<file path="src/rtl/prog_loader.sv">
// rtl/prog_loader.sv - byte-stream boot loader writing a word image into memory while holding the core.
// Optional trailing XOR checksum byte: define PROG_LOADER_CHECKSUM_EN.
module prog_loader #(
  parameter logic [31:0] BASE_ADDR = 32'd0,
  parameter int          MAX_WORDS = 64
) (
  input  logic        clock,
  input  logic        reset,
  input  logic [7:0]  byte_in,
  input  logic        byte_valid,
  output logic        byte_ready,
  output logic [31:0] mem_addr,
  output logic [31:0] mem_wdata,
  output logic        mem_write,
  output logic        cpu_hold,
  output logic        done,
  output logic        error,
  output logic [6:0]  words_loaded
);

  typedef enum logic [2:0] {
    S_HDR,
    S_DATA,
    S_WRITE,
`ifdef PROG_LOADER_CHECKSUM_EN
    S_CHK,
`endif
    S_DONE,
    S_ERR
  } state_t;

  state_t      state, next_state, after_last;
  logic [1:0]  byte_cnt;
  logic [6:0]  idx;
  logic [31:0] count;
  logic [31:0] word;
  logic        ready_q;
  logic        take;
  logic [31:0] count_next;
  logic [31:0] word_next;
  logic [6:0]  idx_inc;
`ifdef PROG_LOADER_CHECKSUM_EN
  logic [7:0]  csum;
`endif

  assign take       = byte_valid && ready_q;
  assign count_next = {count[23:0], byte_in};
  assign word_next  = {word[23:0], byte_in};
  assign idx_inc    = idx + 7'd1;

`ifdef PROG_LOADER_CHECKSUM_EN
  assign after_last = S_CHK;
`else
  assign after_last = S_DONE;
`endif

  always_ff @(posedge clock or negedge reset) begin
    if (!reset) state <= S_HDR;
    else        state <= next_state;
  end

  always_comb begin
    next_state = state;
    case (state)
      S_HDR: begin
        if (take && byte_cnt == 2'd3) begin
          if (count_next > 32'(MAX_WORDS)) next_state = S_ERR;
          else if (count_next == 32'd0)    next_state = after_last;
          else                             next_state = S_DATA;
        end
      end
      S_DATA: begin
        if (take && byte_cnt == 2'd3) next_state = S_WRITE;
      end
      S_WRITE: begin
        if ({25'd0, idx_inc} == count) next_state = after_last;
        else                           next_state = S_DATA;
      end
`ifdef PROG_LOADER_CHECKSUM_EN
      S_CHK: begin
        if (take) next_state = (byte_in == csum) ? S_DONE : S_ERR;
      end
`endif
      default: next_state = state;
    endcase
  end

  // Ready tracks the state it will be in, so it is already low in the WRITE cycle.
  always_ff @(posedge clock or negedge reset) begin
    if (!reset) begin
      ready_q   <= 1'b0;
      byte_cnt  <= 2'd0;
      idx       <= 7'd0;
      count     <= 32'd0;
      word      <= 32'd0;
      mem_addr  <= 32'd0;
      mem_wdata <= 32'd0;
`ifdef PROG_LOADER_CHECKSUM_EN
      csum      <= 8'd0;
`endif
    end else begin
      ready_q <= (next_state == S_HDR) || (next_state == S_DATA)
`ifdef PROG_LOADER_CHECKSUM_EN
                 || (next_state == S_CHK)
`endif
                 ;
      if (take && (state == S_HDR || state == S_DATA)) byte_cnt <= byte_cnt + 2'd1;
      if (take && state == S_HDR) count <= count_next;
      if (take && state == S_DATA) begin
        word <= word_next;
`ifdef PROG_LOADER_CHECKSUM_EN
        csum <= csum ^ byte_in;
`endif
        if (byte_cnt == 2'd3) begin
          mem_addr  <= BASE_ADDR + {23'd0, idx, 2'b00};
          mem_wdata <= word_next;
        end
      end
      if (state == S_WRITE) idx <= idx_inc;
    end
  end

  assign byte_ready   = ready_q;
  assign mem_write    = (state == S_WRITE);
  assign cpu_hold     = (state != S_DONE);
  assign done         = (state == S_DONE);
  assign error        = (state == S_ERR);
  assign words_loaded = idx;

endmodule

</file>
<file path="config.mk">
export PLATFORM = sky130hd
export DESIGN_NAME = prog_loader
export DESIGN_NICKNAME = d
export VERILOG_FILES = /design/src/rtl/prog_loader.sv
export SDC_FILE = /design/constraint.sdc
export NUM_CORES = 1
export LEC_CHECK = 0
export BUFFER_PORTS_ARGS = -buffer_cell sky130_fd_sc_hd__buf_2
export CAP_MARGIN = 0
export CORE_AREA = 8 8 101 103
export CTS_BUF_LIST = sky130_fd_sc_hd__clkbuf_8
export DETAILED_ROUTE_END_ITERATION = 8
export DIE_AREA = 0 0 109 111
export GPL_TIMING_DRIVEN = 0
export HOLD_SLACK_MARGIN = 0.12
export PLACE_DENSITY = 0.87
export SLEW_MARGIN = 40
export SYNTH_ARGS = -nofsm -noshare
export SYNTH_HDL_FRONTEND = slang
export SYNTH_SLANG_ARGS = --single-unit
</file>
<file path="constraint.sdc">
create_clock -name clock -period 4.9 [get_ports clock]
set_input_delay 0.98 -clock clock [delete_from_list [all_inputs] [get_ports clock]]
set_output_delay 0.98 -clock clock [all_outputs]
set_load 0.05 [all_outputs]
</file>
=== Word-level counts from Yosys, hierarchy flattened ===
Index checks and enable logic that the tools add are counted.

* Flip-flop bits (word level): 108
* Bits of input ports: 11
* Output and inout port bits: 76
* Word-level logic and storage cells: 36

* Add/subtract/negate cells: 2
* Magnitude comparators: 1
* Equal/unequal tests: 8
* Muxes and demuxes: 6
* Reductions and logical operators: 11

{| class="wikitable"
|+ Operators with widths
! kind !! count
|-
| == test 7 x 32 -> 1 bit || 1
|-
| greater-than comparator 32 x 7 -> 1 bit (second input constant) || 1
|-
| zero test 32 bit || 1
|-
| 2-to-1 mux 3 bit || 3
|-
| case mux 3 bit (3 select lines) || 1
|-
| adder 7 x 1 -> 7 bit (second input constant) || 1
|-
| == test 3 x 1 -> 1 bit (second input constant) || 2
|-
| == test 3 x 2 -> 1 bit (second input constant) || 2
|-
| zero test 3 bit || 2
|-
| logical AND 1 bit || 5
|-
| 2-to-1 mux 2 bit || 2
|-
| == test 3 bit (second input constant) || 1
|-
| != test 3 x 2 -> 1 bit (second input constant) || 1
|-
| adder 2 x 1 -> 2 bit (second input constant) || 1
|-
| == test 2 bit (second input constant) || 1
|-
| logical OR 1 bit || 2
|-
| AND reduction 2 bit || 1
|}

=== Depth between registers and ports, before layout ===
* Word-level depth: 7
* Mapped depth: 7
* Gate-level depth less buffers: 6

=== Worst setup path after synthesis ===
OpenSTA, ideal clock, no wires.

* Path kind: reg-to-output
* Start: register state[2]
* End: output port done
* Arrival time: 1,453 ps
* Data required time: 3,920 ps
* Path slack: 2,467 ps
* Stages on the path, launching flop included: 4
* Path buffers: 0
* Path through: dfrtp_1 inv_1 nand3_1 inv_1

* Cells in the longest elaborated chain, start to end: 1

{| class="wikitable"
|+ Ends and longest elaborated chain
! element !! line !! source
|-
| start, declared || 32 || <nowiki>state_t state, next_state, after_last;</nowiki>
|-
| start signal, assigned || 59 || <nowiki>else state <= next_state;</nowiki>
|-
| == test 3 x 2 -> 1 bit || 126 || <nowiki>assign done = (state == S_DONE);</nowiki>
|-
| end, declared || 16 || <nowiki>output logic done,</nowiki>
|}

No other way between the ends.

==> impl_metrics.csv <==
group,metric,value,unit
worst_setup_path,startpoint_type,"flip-flop",
logic_synthesis,synth.mux.area_fraction,25.0,%
clock_network,clock_latency,0.38,ns
logic_synthesis,synth-warning-count,0,
sta,hold_viol_final,0,
sta,worst_clock_skew,0.0121,ns
clock_network,post_cts.repair.setup_buffers,0,
pwr,power.density_cell_area,267,nW/um^2
placement,detailedPlacementHpwl,6.86,mm
routing,route.vias.total,2827,
routing,number_of_antenna_violating_nets_in_the_routed_design,0,
routing,drt-pass1-iter-count,4,
placement,gpl.final_weighted_congestion,0.800,
clock_network,cts_root_buffer,"sky130_fd_sc_hd__clkbuf_8",
worst_setup_path,critical_path_end,"mem_write",
global_route,groute.usage.overall,16.1,%
final_layout,drive_gt1_share,49.8,%
placement,detailedPlace.worstSlack,2.41,ns
worst_setup_path,worst_r2r_endpoint,"mem_wdata[10]$_DFFE_PN0P_",
logic_synthesis,synth-xor-area-share,2.71,%
floorplanning,die_w,109,um
logic_synthesis,synth-compound-area-share,1.50,%
sta,layout_min_cycle_time,2.75,ns
pwr,leakage,3.16,nW
worst_setup_path,cp-end-kind,"output port",
logic_synthesis,syn_area,4840,um^2
final_layout,mostFrequentLayoutCells,"108 x sky130_fd_sc_hd__dfrtp_1, 63 x sky130_fd_sc_hd__buf_2, 56 x sky130_fd_sc_hd__mux2_2",
worst_setup_path,path_class,"flip-flop to output port",
sta,fmax,364,MHz
worst_setup_path,critPathMaxFanout,8,
placement,placedInstanceArea,5410,um^2
final_layout,antennaDiodeCount,0,
global_route,antenna_violations_before_repair,0,
placement,placement.io_buffers,61,
job,number_of_violations_of_the_max_capacitance_limit,0,
logic_synthesis,main_combinational_cell_family_by_area_after_synthesis,"multiplexers",
logic_synthesis,synth_area_per_cell,14.7,um^2
clock_network,max-clock-path-buffers,2,
pwr,power.ir.vdd_worst,204,uV
sta,worst_slack,2.15,ns
global_route,wire_length_of_the_first_global_routing_pass,15.3,mm
floorplanning,io_pins,87,
sta,fin_tns_setup,0,ns
worst_setup_path,reg2reg_setup_slack,2.91,ns
routing,drt_drc_violations_left,0,
sta,layout_worst_path_cycle_share,56.1,%
status,status,"finished, final reports clean",
worst_setup_path,reg2reg_from,"byte_cnt[0]$_DFFE_PN0P_",
min_path,min-delay-path-class,"primary input to async pin",
worst_setup_path,ff2ff_path_depth,6,
sta,unrepaired_setup_endpoints_after_global_routing,"no",
routing,vias_per_cell,5.24,
floorplanning,row_count,34,
logic_synthesis,synthAdderAreaFrac,0.517,%
worst_setup_path,cp.arrival,1.77,ns
clock_network,cts_resized,0,
logic_synthesis,synth_seq_cells,108,
floorplanning,std_cell_core_area,8550,um^2
clock_network,clkTransAtPathRegs,0.10,ns
routing,dr.first_iter.drc_count,115,
final_layout,final_design_area_no_fill,5590,um^2
global_route,grt_pass1_vias,2975,
final_layout,num-nets-final,440,
routing,wl_per_cell,17.5,um
floorplanning,die-height,111,um
final_layout,area_growth,15.5,%
final_layout,final_common_cell,"sky130_fd_sc_hd__dfrtp_1",
logic_synthesis,synth_seq_area_share,55.8,%
clock_network,h_tree_depth_reported_by_cts,3,
floorplanning,die_area,12100,um^2
clock_network,numCtsBuffers,9,
sta,worst_slew_pin_slew,0.596,ns
clock_network,clock_tree_from_tritoncts,"done",
routing,finalWirelength,9.46,mm
pwr,power,1.49,mW
sta,relSlewSlack,60.1,%
sta,final-setup-viol-count,0,
worst_setup_path,cp_data_required_time,3.92,ns
logic_synthesis,netlist_instances,330,
logic_synthesis,yosys.cell_types.count,38,
global_route,grt.overflow.total,0,
clock_network,holdBufCountCts,0,
clock_network,number_of_sinks_on_the_clock_net,108,
logic_synthesis,synth_simple_gate_area_share,6.77,%
global_route,pin_count_of_the_biggest_net_entering_global_routing,58,
sta,finalMaxSlewViolations,0,
floorplanning,initial_core_util,56.6,%
==> critical path: stages (launching register included) <==
cell and delay [ns]:
sky130_fd_sc_hd__dfrtp_1 0.47, sky130_fd_sc_hd__nor3b_2 0.55, sky130_fd_sc_hd__buf_2 0.38
==> synthesized netlist by cell type <==
cell type | n | share of area, %
sky130_fd_sc_hd__a221oi_1 | 1 | 0.18
sky130_fd_sc_hd__buf_4 | 27 | 4.2
sky130_fd_sc_hd__nor4_2 | 1 | 0.26
sky130_fd_sc_hd__nor2b_1 | 2 | 0.26
sky130_fd_sc_hd__nand2b_1 | 1 | 0.13
sky130_fd_sc_hd__and3_1 | 1 | 0.13
sky130_fd_sc_hd__or3_2 | 1 | 0.16
sky130_fd_sc_hd__nand3b_1 | 1 | 0.16
sky130_fd_sc_hd__mux2_2 | 56 | 13
sky130_fd_sc_hd__ha_1 | 2 | 0.52
sky130_fd_sc_hd__mux2_1 | 1 | 0.23
sky130_fd_sc_hd__buf_12 | 4 | 1.7
sky130_fd_sc_hd__buf_6 | 5 | 1.2
sky130_fd_sc_hd__or4b_4 | 1 | 0.28
sky130_fd_sc_hd__xor2_1 | 6 | 1.1
sky130_fd_sc_hd__or2b_1 | 1 | 0.16
sky130_fd_sc_hd__buf_2 | 3 | 0.31
sky130_fd_sc_hd__nor3_1 | 4 | 0.41
sky130_fd_sc_hd__nand2_1 | 8 | 0.62
sky130_fd_sc_hd__o21ai_0 | 7 | 0.72
sky130_fd_sc_hd__nor2_1 | 8 | 0.62
sky130_fd_sc_hd__o21a_1 | 1 | 0.16
sky130_fd_sc_hd__nor4b_1 | 1 | 0.18
sky130_fd_sc_hd__nor3b_1 | 1 | 0.16
sky130_fd_sc_hd__mux2_4 | 38 | 12
sky130_fd_sc_hd__and4_1 | 1 | 0.18
sky130_fd_sc_hd__xnor2_1 | 9 | 1.6
sky130_fd_sc_hd__or2_1 | 2 | 0.26
sky130_fd_sc_hd__nor4_1 | 8 | 1.0
sky130_fd_sc_hd__o31a_1 | 1 | 0.18
sky130_fd_sc_hd__a21oi_1 | 1 | 0.10
sky130_fd_sc_hd__inv_1 | 3 | 0.23
sky130_fd_sc_hd__a211oi_1 | 1 | 0.16
sky130_fd_sc_hd__conb_1 | 1 | 0.077
sky130_fd_sc_hd__dfrtp_1 | 108 | 56
sky130_fd_sc_hd__nand3_1 | 6 | 0.62
sky130_fd_sc_hd__nor3b_2 | 2 | 0.52
sky130_fd_sc_hd__nand4_1 | 5 | 0.65
==> worst min-delay path by stage <==
stage	from	end	slack, ns
3_5_place_dp	mem_wdata[8]$_DFFE_PN0P_	mem_wdata[8]$_DFFE_PN0P_	0.49
5_1_grt	reset	mem_wdata[30]$_DFFE_PN0P_	0.53
2_1_floorplan	byte_cnt[0]$_DFFE_PN0P_	byte_cnt[0]$_DFFE_PN0P_	0.45
4_1_cts	reset	word[5]$_DFFE_PN0P_	0.50
3_3_place_gp	mem_wdata[6]$_DFFE_PN0P_	mem_wdata[6]$_DFFE_PN0P_	0.46
6_report	reset	count[10]$_DFFE_PN0P_	0.50
==> area by class of cell <==
cell class | count | area (um^2)
Buffer | 39 | 354
Sequential cell | 108 | 2700
Multi-Input combinational cell | 204 | 1860
Timing Repair Buffer | 62 | 343
Clock inverter | 7 | 57.6
Tap cell | 108 | 135
Inverter | 3 | 11.3
Clock buffer | 9 | 124
Fill cell | 636 | 2960
==> power by group <==
group / internal (mW) / switching [mW]
clock: 0.193 / 0.322
combinational: 0.0209 / 0.0681
sequential: 0.891 / 0
==> flip-flops by register name, summed over array words and instances, names as in the netlist, named ones only <==
signal and cells:
byte_cnt 2, byte_ready 1, count 32, mem_addr 7, mem_wdata 32, state 2, word 24, words_loaded 7
==> per-layer routing <==
layer / vias up / routed length (um) / GRT usage, %
li1: 1304 / - / -
met1: 1420 / 3920 / 19.7
met2: 91 / 4680 / 26.6
met3: 12 / 683 / 2.97
met4: 0 / 180 / 7.67
met5: - / 0 / 0
==> metrics by stage <==
stage / hold slack [ns] / cells / util [%]
finish: 0.505 / 540 / 65.4
global route: 0.526 / 540 / 65.4
CTS: 0.504 / 540 / 65.4
detailed placement: 0.488 / 524 / 63.3
global placement: 0.460 / 523 / 62.8
floorplan: 0.448 / 354 / -
==> cell families after synthesis <==
kind of cell,Yosys count
AND/OR/NAND/NOR,55
AO/OA/AOI/OAI,12
adder cells (fa/ha/maj),2
XOR/XNOR,15
multiplexers,95
flip-flops,108
other,1
buffers and inverters,42
Note: power is estimated with default switching activity, not from simulation.
